==> src/rtl/alu_op_sequencer_pkg.sv <==
// Shared definitions for the ALU instruction sequencer.
//   state_e        : control-step state encoding (IDLE, T0..T6)
//   Op*            : 5-bit instruction opcodes
//   *Msb / *Lsb    : bit positions of the instruction-word fields
//   is_binary/is_unary/is_muldiv : opcode class helpers
package alu_op_sequencer_pkg;

    typedef enum logic [2:0] {
        StIdle,
        StT0,
        StT1,
        StT2,
        StT3,
        StT4,
        StT5,
        StT6
    } state_e;

    localparam int unsigned OpMsb = 31;
    localparam int unsigned OpLsb = 27;
    localparam int unsigned RaMsb = 26;
    localparam int unsigned RaLsb = 23;
    localparam int unsigned RbMsb = 22;
    localparam int unsigned RbLsb = 19;
    localparam int unsigned RcMsb = 18;
    localparam int unsigned RcLsb = 15;

    localparam logic [4:0] OpAdd  = 5'b00011;
    localparam logic [4:0] OpSub  = 5'b00100;
    localparam logic [4:0] OpAnd  = 5'b00101;
    localparam logic [4:0] OpOr   = 5'b00110;
    localparam logic [4:0] OpRor  = 5'b00111;
    localparam logic [4:0] OpRol  = 5'b01000;
    localparam logic [4:0] OpShr  = 5'b01001;
    localparam logic [4:0] OpShra = 5'b01010;
    localparam logic [4:0] OpShl  = 5'b01011;
    localparam logic [4:0] OpMul  = 5'b01111;
    localparam logic [4:0] OpDiv  = 5'b10000;
    localparam logic [4:0] OpNeg  = 5'b10001;
    localparam logic [4:0] OpNot  = 5'b10010;

    function automatic logic is_binary(input logic [4:0] op);
        return op inside {OpAdd, OpSub, OpAnd, OpOr, OpRor, OpRol, OpShr, OpShra, OpShl};
    endfunction

    function automatic logic is_unary(input logic [4:0] op);
        return op inside {OpNeg, OpNot};
    endfunction

    function automatic logic is_muldiv(input logic [4:0] op);
        return op inside {OpMul, OpDiv};
    endfunction

endpackage

==> src/rtl/alu_op_sequencer_reg_select_decoder.sv <==
// Register-select decoder: 4-bit register index to NREG-wide one-hot select.
//   idx    : register index
//   en     : decode enable; when low the one-hot output and flag are 0
//   onehot : one-hot select (all zero when disabled or out of range)
//   oor    : enabled index names a register that does not exist (>= NREG)
module reg_select_decoder #(
    parameter int unsigned NREG = 16
) (
    input  logic [3:0]      idx,
    input  logic            en,
    output logic [NREG-1:0] onehot,
    output logic            oor
);

    always_comb begin
        onehot = '0;
        for (int unsigned i = 0; i < NREG; i++) begin
            onehot[i] = en && (idx == 4'(i));
        end
        oor = en && ({28'd0, idx} >= NREG);
    end

endmodule

==> src/rtl/alu_op_sequencer.sv <==
// ALU instruction sequencer: steps one fetched instruction through the
// control steps T0..T6 and drives the datapath enables for each step.
//   clk, clr          : clock and synchronous active-high reset
//   start             : launch one instruction (sampled only in IDLE)
//   ir_in             : instruction word on the bus (captured at end of T2)
//   mem_ack           : memory read complete (sampled only in T1)
//   Rin, Rout         : one-hot general-register load / drive selects
//   PCout..LOin       : datapath load/drive controls
//   ALUopcode         : ALU operation select (non-zero only in T4)
//   busy, done, illegal : status; done and illegal are one-cycle pulses
module alu_op_sequencer
    import alu_op_sequencer_pkg::*;
#(
    parameter int unsigned NREG = 16,
    parameter int unsigned OPW  = 5
) (
    input  logic            clk,
    input  logic            clr,
    input  logic            start,
    input  logic [31:0]     ir_in,
    input  logic            mem_ack,
    output logic [NREG-1:0] Rin,
    output logic [NREG-1:0] Rout,
    output logic            PCout,
    output logic            PCin,
    output logic            MARin,
    output logic            IncPC,
    output logic            Read,
    output logic            MDRin,
    output logic            MDRout,
    output logic            IRin,
    output logic            Yin,
    output logic            Zlowin,
    output logic            Zhighin,
    output logic            Zlowout,
    output logic            Zhighout,
    output logic            HIin,
    output logic            LOin,
    output logic [OPW-1:0]  ALUopcode,
    output logic            busy,
    output logic            done,
    output logic            illegal
);

    state_e          state_q;
    logic [31:0]     ir_q;
    logic            illegal_q;

    logic [31:0]     ir_src;
    logic [4:0]      op_src;
    logic            bin_op;
    logic            un_op;
    logic            md_op;
    logic            legal_op;
    logic [NREG-1:0] sel_a;
    logic [NREG-1:0] sel_b;
    logic [NREG-1:0] sel_c;
    logic            oor_a;
    logic            oor_b;
    logic            oor_c;
    logic            bad_instr;

    // In T2 the word is still on the bus, so decode it directly for the
    // legality check; in later steps decode the latched copy.
    always_comb begin
        ir_src   = (state_q == StT2) ? ir_in : ir_q;
        op_src   = ir_src[OpMsb:OpLsb];
        bin_op   = is_binary(op_src);
        un_op    = is_unary(op_src);
        md_op    = is_muldiv(op_src);
        legal_op = bin_op || un_op || md_op;
    end

    // Rc is only a source for binary ops, so only then can it be out of range.
    reg_select_decoder #(.NREG(NREG)) u_dec_a (
        .idx    (ir_src[RaMsb:RaLsb]),
        .en     (legal_op),
        .onehot (sel_a),
        .oor    (oor_a)
    );

    reg_select_decoder #(.NREG(NREG)) u_dec_b (
        .idx    (ir_src[RbMsb:RbLsb]),
        .en     (legal_op),
        .onehot (sel_b),
        .oor    (oor_b)
    );

    reg_select_decoder #(.NREG(NREG)) u_dec_c (
        .idx    (ir_src[RcMsb:RcLsb]),
        .en     (bin_op),
        .onehot (sel_c),
        .oor    (oor_c)
    );

    always_comb begin
        bad_instr = !legal_op || oor_a || oor_b || oor_c;
    end

    always_ff @(posedge clk) begin
        if (clr) begin
            state_q   <= StIdle;
            ir_q      <= '0;
            illegal_q <= 1'b0;
        end else begin
            illegal_q <= 1'b0;
            case (state_q)
                StIdle: if (start) state_q <= StT0;
                StT0:   state_q <= StT1;
                StT1:   if (mem_ack) state_q <= StT2;
                StT2: begin
                    ir_q <= ir_in;
                    if (bad_instr) begin
                        state_q   <= StIdle;
                        illegal_q <= 1'b1;
                    end else if (un_op) begin
                        state_q <= StT4;
                    end else begin
                        state_q <= StT3;
                    end
                end
                StT3:   state_q <= StT4;
                StT4:   state_q <= StT5;
                StT5:   state_q <= md_op ? StT6 : StIdle;
                StT6:   state_q <= StIdle;
                default: state_q <= StIdle;
            endcase
        end
    end

    always_comb begin
        Rin       = '0;
        Rout      = '0;
        PCout     = 1'b0;
        PCin      = 1'b0;
        MARin     = 1'b0;
        IncPC     = 1'b0;
        Read      = 1'b0;
        MDRin     = 1'b0;
        MDRout    = 1'b0;
        IRin      = 1'b0;
        Yin       = 1'b0;
        Zlowin    = 1'b0;
        Zhighin   = 1'b0;
        Zlowout   = 1'b0;
        Zhighout  = 1'b0;
        HIin      = 1'b0;
        LOin      = 1'b0;
        ALUopcode = '0;
        done      = 1'b0;
        case (state_q)
            StT0: begin
                PCout   = 1'b1;
                MARin   = 1'b1;
                IncPC   = 1'b1;
                Zlowin  = 1'b1;
                Zhighin = 1'b1;
            end
            StT1: begin
                Zlowout = 1'b1;
                PCin    = 1'b1;
                Read    = 1'b1;
                MDRin   = 1'b1;
            end
            StT2: begin
                MDRout = 1'b1;
                IRin   = 1'b1;
            end
            StT3: begin
                Rout = md_op ? sel_a : sel_b;
                Yin  = 1'b1;
            end
            StT4: begin
                Rout      = bin_op ? sel_c : sel_b;
                ALUopcode = OPW'(op_src);
                Zlowin    = 1'b1;
                Zhighin   = 1'b1;
            end
            StT5: begin
                Zlowout = 1'b1;
                if (md_op) begin
                    LOin = 1'b1;
                end else begin
                    Rin  = sel_a;
                    done = 1'b1;
                end
            end
            StT6: begin
                Zhighout = 1'b1;
                HIin     = 1'b1;
                done     = 1'b1;
            end
            default: ;
        endcase
    end

    assign busy    = (state_q != StIdle);
    assign illegal = illegal_q;

endmodule

==> config.mk <==
export PLATFORM = sky130hd
export DESIGN_NAME = alu_op_sequencer
export DESIGN_NICKNAME = d
export VERILOG_FILES = /design/src/rtl/alu_op_sequencer_pkg.sv /design/src/rtl/alu_op_sequencer_reg_select_decoder.sv /design/src/rtl/alu_op_sequencer.sv
export SDC_FILE = /design/constraint.sdc
export NUM_CORES = 1
export LEC_CHECK = 0
export ABC_AREA = 1
export CAP_MARGIN = 15
export CELL_PAD_IN_SITES_DETAIL_PLACEMENT = 0
export CELL_PAD_IN_SITES_GLOBAL_PLACEMENT = 1
export CORE_ASPECT_RATIO = 1.1
export CORE_MARGIN = 2
export CORE_UTILIZATION = 29
export CTS_CLUSTER_SIZE = 16
export DETAILED_ROUTE_END_ITERATION = 16
export PLACE_DENSITY_LB_ADDON = 0.1
export REMOVE_ABC_BUFFERS = 1
export SETUP_SLACK_MARGIN = 0.2
export SYNTH_ARGS = -nofsm -noshare
export SYNTH_HDL_FRONTEND = slang
export SYNTH_SLANG_ARGS = --single-unit
==> constraint.sdc <==
create_clock -name clk -period 3.1 [get_ports clk]
set_input_delay 0.775 -clock clk [delete_from_list [all_inputs] [get_ports clk]]
set_output_delay 0.775 -clock clk [all_outputs]
set_load 0.005 [all_outputs]
==> Word-level counts from Yosys, hierarchy flattened <==
Cells that the tools add are included.
{ "op_classes": {"n_eq_ne": 67, "n_mux": 25, "bitwise": 1, "reduce_logical": 62} }
{ "op_table": {"columns": ["cell", "count"], "rows": [
  ["4-bit == test, second input constant", 24],
  ["16-bit 2-to-1 mux", 4],
  ["4-bit by 3-bit == test with 1-bit output, second input constant", 12],
  ["1-bit logical AND", 48],
  ["32-bit 2-to-1 mux", 1],
  ["16-bit one-hot mux with 2 select lines", 1],
  ["5-bit by 4-bit == test with 1-bit output, second input constant", 5],
  ["4-bit by 2-bit == test with 1-bit output, second input constant", 6],
  ["3-bit one-hot mux with 8 select lines", 1],
  ["5-bit by 3-bit == test with 1-bit output, second input constant", 4],
  ["5-bit == test, second input constant", 3],
  ["3-bit == test, second input constant", 4],
  ["4-bit by 1-bit == test with 1-bit output, second input constant", 3],
  ["4-bit logical NOT", 3],
  ["1-bit 2-to-1 mux", 12],
  ["3-bit 2-to-1 mux", 4],
  ["9-bit nonzero test", 1],
  ["3-bit by 2-bit == test with 1-bit output, second input constant", 2],
  ["2-bit OR reduction", 3],
  ["5-bit by 2-bit == test with 1-bit output, second input constant", 1],
  ["5-bit 2-to-1 mux", 1],
  ["2-bit != test, second input constant", 2],
  ["2-bit nonzero test", 2],
  ["3-bit by 1-bit == test with 1-bit output, second input constant", 1],
  ["6 further kinds", 7]
]} }
{ "word_totals": {"ff_bits": 36, "input_bits": 36, "output_inout_bits": 55, "word_cells": 159} }

==> Depth between registers and ports, before layout <==
{ "depth": {"word_depth": 9, "depth_mapped": 15, "ltp_nobuf": 12} }

==> Modules after synthesis <==
From an unflattened synthesis, not the netlist that was laid out.
{ "hier_totals": {"cells_unflattened": 410, "hier_area_um2": 2259.7} }
{ "modules_own_cells": {"columns": ["mod", "instances", "cells_each", "area_each_um2", "seq_area_each_um2"], "rows": [
  ["alu_op_sequencer", 1, 305, 1839.3, 420.4],
  ["reg_select_decoder", 3, 35, 140.1, 0.0]
]} }

==> Least setup slack after synthesis <==
No wires, ideal clock.
{ "synth_path": {"kind": "in2out", "from": "in ir_in[28]", "to": "out Rout[12]", "arrival_ns": 1.813, "required_time_ns": 2.325, "path_slack_ns": 0.512, "path_stages": 12, "n_path_buf": 2, "cell_sequence": "nand4_1 > nand2_4 > nand2_2 > nor2_2 > nand2_2 > nand2_2 > buf_8 > buf_8 > a21oi_1 > nor2_1 > nand2_1 > nand2_1"} }
{ "synth_via": {"elab_chain_cells": 8, "elab_cells_between_ends": 25, "classes_between": "eq/ne: 13; mux: 4; reduce/logical: 8"} }
{ "synth_lines": {"columns": ["item", "line_no", "source"], "rows": [
  ["start, declared", "alu_op_sequencer.sv:20", "input logic [31:0] ir_in,"],
  ["32-bit 2-to-1 mux *", null, null],
  ["5-bit by 2-bit == test with 1-bit output (tied with other cells)", "alu_op_sequencer_pkg.sv:43", "return op inside {OpAdd, OpSub, OpAnd, OpOr, OpRor, OpRol, OpShr, OpShra, OpShl};"],
  ["9-bit nonzero test or 2-bit nonzero test (tied branches)", "alu_op_sequencer_pkg.sv:43, alu_op_sequencer_pkg.sv:47", null],
  ["1-bit logical OR (2 in a row)", "alu_op_sequencer.sv:71", "legal_op = bin_op || un_op || md_op;"],
  ["1-bit logical AND", "alu_op_sequencer_reg_select_decoder.sv:18", "onehot[i] = en && (idx == 4'(i));"],
  ["16-bit 2-to-1 mux, on equally long branches", "alu_op_sequencer.sv:174, alu_op_sequencer.sv:170", null],
  ["16-bit one-hot mux with 2 select lines *", "alu_op_sequencer.sv:151", "case (state_q)"],
  ["end, declared", "alu_op_sequencer.sv:23", "output logic [NREG-1:0] Rout,"]
]} }
Every way passes the cells marked *; elsewhere a longest branch is shown, timed or not.

==> Worst setup path in the final report <==
{ "layout_path": {"from": "reg state_q[1]", "to": "out Rout[3]"} }
{ "layout_via": {"elab_chain_cells": 9, "elab_cells_between_ends": 31, "classes_between": "eq/ne: 19; mux: 4; reduce/logical: 8"} }
{ "layout_lines": {"columns": ["item", "line_no", "source"], "rows": [
  ["start, declared", "alu_op_sequencer.sv:45", "state_e state_q;"],
  ["start signal, assigned", "alu_op_sequencer.sv:102", "state_q <= StIdle;"],
  ["start signal, assigned", "alu_op_sequencer.sv:108", "StIdle: if (start) state_q <= StT0;"],
  ["start signal, assigned", "alu_op_sequencer.sv:109", "StT0: state_q <= StT1;"],
  ["3-bit by 2-bit == test with 1-bit output", "alu_op_sequencer.sv:66", "ir_src = (state_q == StT2) ? ir_in : ir_q;"],
  ["32-bit 2-to-1 mux", null, null],
  ["5-bit by 2-bit == test with 1-bit output (tied with other cells)", "alu_op_sequencer_pkg.sv:43", null],
  ["9-bit nonzero test or 2-bit nonzero test (tied branches)", "alu_op_sequencer_pkg.sv:43, alu_op_sequencer_pkg.sv:47", null],
  ["1-bit logical OR (2 in a row)", "alu_op_sequencer.sv:71", null],
  ["1-bit logical AND", "alu_op_sequencer_reg_select_decoder.sv:18", null],
  ["16-bit 2-to-1 mux, on equally long branches", "alu_op_sequencer.sv:174, alu_op_sequencer.sv:170", null],
  ["16-bit one-hot mux with 2 select lines *", "alu_op_sequencer.sv:151", null]
]} }
Marks and branches as above.

==> results.toml <==
[floorplan]
die_y_um = 102
rows = 35
io_pins = 91
initial_core_util_pct = 30.2
core_area_sq_um = 8450
fp.dieArea_sq_um = 9570
fp.dieW_um = 93.5

[setup_path]
slowest_stage = "dfxtp_4"
crit_family = "simple AND/OR/NAND/NOR gates"
critical_path_required_ps = 2320
worstSetupEndpointType = "output port"
path_cells = "buf_12 > nand3_4 > nand2_4 > nand2_4 > buf_6 > a21oi_4 > nand2_4 > buf_6 > buf_12 > nand2_8 > buf_12 > a21oi_2 > nor2_1 > nand2_1 > nand2_1 > buf_2"
critPathMaxFanout = 6
critPathMaxStageDelay_ps = 390
path_buf_inv = 6
worstSetupPathType = "reg -> out"
critPathLaunchType = "flop"
worstPathArrival_ps = 2340

[logic_synthesis]
synth_top_area_share_pct = 25.6
netlist_area_sq_um = 2550
synth_area_leaders = "nand2_1 26%, dfxtp_1 16%, nor2_1 14%, inv_1 9.0%, buf_4 3.2%"
syn_inst = 481
synth_seq_cells = 21
synth_top_area_cell = "nand2_1"
synth.avg_cell_area_sq_um = 5.31
synth_cell_type_count = 34
synth_warnings = 0
yosysSeqAreaShare_pct = 16.5

[finish]
final_cell_mix = "132 x nand2_1, 67 x nor2_1, 58 x buf_4"
num-nets-final = 681
fin_util_pct = 57.4
multi_input_area_sq_um = 2220
nFillCells = 825
regArea_sq_um = 429
fin_cells = 755
diodes = 0
drive_gt1_share_pct = 47.7
syn2layout_area_growth_pct = 90.0
layout_commonest_cell = "nand2_1"

[power]
ir_drop_uv = 158
leakage_nw = 2.47
powerDensity_nw_per_um2 = 313
p_total_w = 0.00152

[routing]
highest_layer = "met4"
drc = 0
firstDrtPassIters = 4
viasPerCell = 4.52
met3_length_um = 358
drtAntennaViolNets = 0
wire_per_inst_um = 13.0
drt_first_iter_violations = 131
num_vias = 3411
routed_wl_um = 9840
drt-met1-wl_um = 4260
wl_met2_um = 5130

[placed_design]
port_buffers = 75
dp_hpwl_um = 6460
dp.cells = 696
preCtsSetupSlack_ps = -605
gp_congestion = 0.832

[clock_network]
cts.sinks = 21
cts_root_buffer = "clkbuf_8"
cts_tree = "built"
clock_path_buffers = 2
clk_pin_slew_ps = 90
insertion_delay_ps = 280
cts_buffers = 3
htreeDepth = 1

[global_routing]
grt_max_degree = 22
grt_antenna_before_repair = 0
gr-total-overflow = 0
first_global_vias = 3155
grt_pass1_wl_um = 14800
grt_usage_pct = 19.5

[run]
cap_violations = 0

[sta]
finalMaxSlewViolations = 0
fin_skew_ps = 6.39
worst_slack_ps = -19.8
period_needed_ps = 3120
setup_viol = 4
rsz0062_at_grt = "true"
period_share_pct = 101
slew_headroom_pct = 49.4
tightest_slew_ps = 756
fin_setup_tns_ps = -51.7
hold_violations = 0
max_freq_mhz = 321

[status]
violations = "setup timing"
outcome = "complete, but fails checks"

[worst_hold_path]
min_path_type = "reg -> reg"
power by group:
group          internal (W)  total [W]  switching, W  leakage, nW
registers          0.000290   0.000308     0.0000178        0.172
logic              0.000535    0.00101      0.000478         2.27
clock network     0.0000922   0.000199      0.000107       0.0228
stage by stage:
stage          hold WS (ps)  cell area (sq um)
6_report                593               4850
5_1_grt                 641               4850
4_1_cts                 598               4360
3_5_place_dp            615               3720
3_3_place_gp            602               3720
2_1_floorplan           518               2320
worst reg2reg max path, cell delays in order, from the launching register on:
cell and delay, ps:
dfxtp_4 390, buf_12 120, nand3_4 160, nand2_4 120, nand2_4 70, nor2_4 150
nand2_2 80, nand2_4 80, nand4_4 180, buf_12 210, buf_12 130, buf_4 130
nand2_1 50, a21oi_1 60
final timing paths:
path                    from    endpoint  slack, ps  depth (start not counted)
setup / recovery  state_q[1]     Rout[3]        -20                         16
hold / removal      ir_q[15]    ir_q[15]        590                          3
setup reg to reg  state_q[1]  state_q[2]       1020                         13
hold reg to reg     ir_q[15]    ir_q[15]        590                          3
per-layer routing:
layer  GRT usage [%]  up-vias
li1                -     1779
met1            24.2     1541
met3            1.92       11
met5               0        -
met4            3.62        0
met2            36.6       80
layout make-up:
type                            count  area share, %
Inverter                           64           5.42
Sequential cell                    21           8.85
Clock buffer                        4          0.929
Timing Repair Buffer              184           36.2
Tap cell                          111           2.86
Multi-Input combinational cell    371           45.7
flip-flops by register name, indices dropped and copies added (netlist names):
register	count
ir_q	17
illegal	1
state_q	3
repair_timing:
| action | in CTS | in global routing |
|---|---|---|
| gates cloned | 7 | 2 |
| pin swaps | 52 | 71 |
| endpoints found under the setup margin | 39 | 37 |
| hold endpoints to repair | 0 | 0 |
| buffers inserted | 33 | 13 |
| hold buffers | 0 | 0 |
| gates resized for setup | 194 | 174 |
synth_stat cells:
cell type,number
clkbuf_2,2
or2_1,1
a41oi_1,1
a21oi_1,10
nor2_4,1
nand4_1,7
o21ai_0,10
clkbuf_1,4
o21ai_2,2
dfxtp_1,21
nand4_2,1
nor2_1,98
o221ai_1,1
inv_2,2
nor2_2,6
a21o_1,3
a21oi_2,7
or2_2,5
nand2_2,9
o21ai_1,10
inv_4,1
nand3_4,1
buf_8,2
nand2_4,3
nor3_4,1
buf_6,5
nor3_1,3
buf_12,1
inv_1,61
buf_2,3
nand3_1,11
o21bai_2,3
buf_4,11
nand2_1,174
cells by family (layout without fill, tap and decap cells):
group           after synthesis  after routing  synth area share, %
compound gates               47             47                 11.9
buf+inv                      92            252                 18.5
flops                        21             21                 16.5
simple gates                321            324                 53.2
Note: power is estimated with default switching activity, not from simulation.
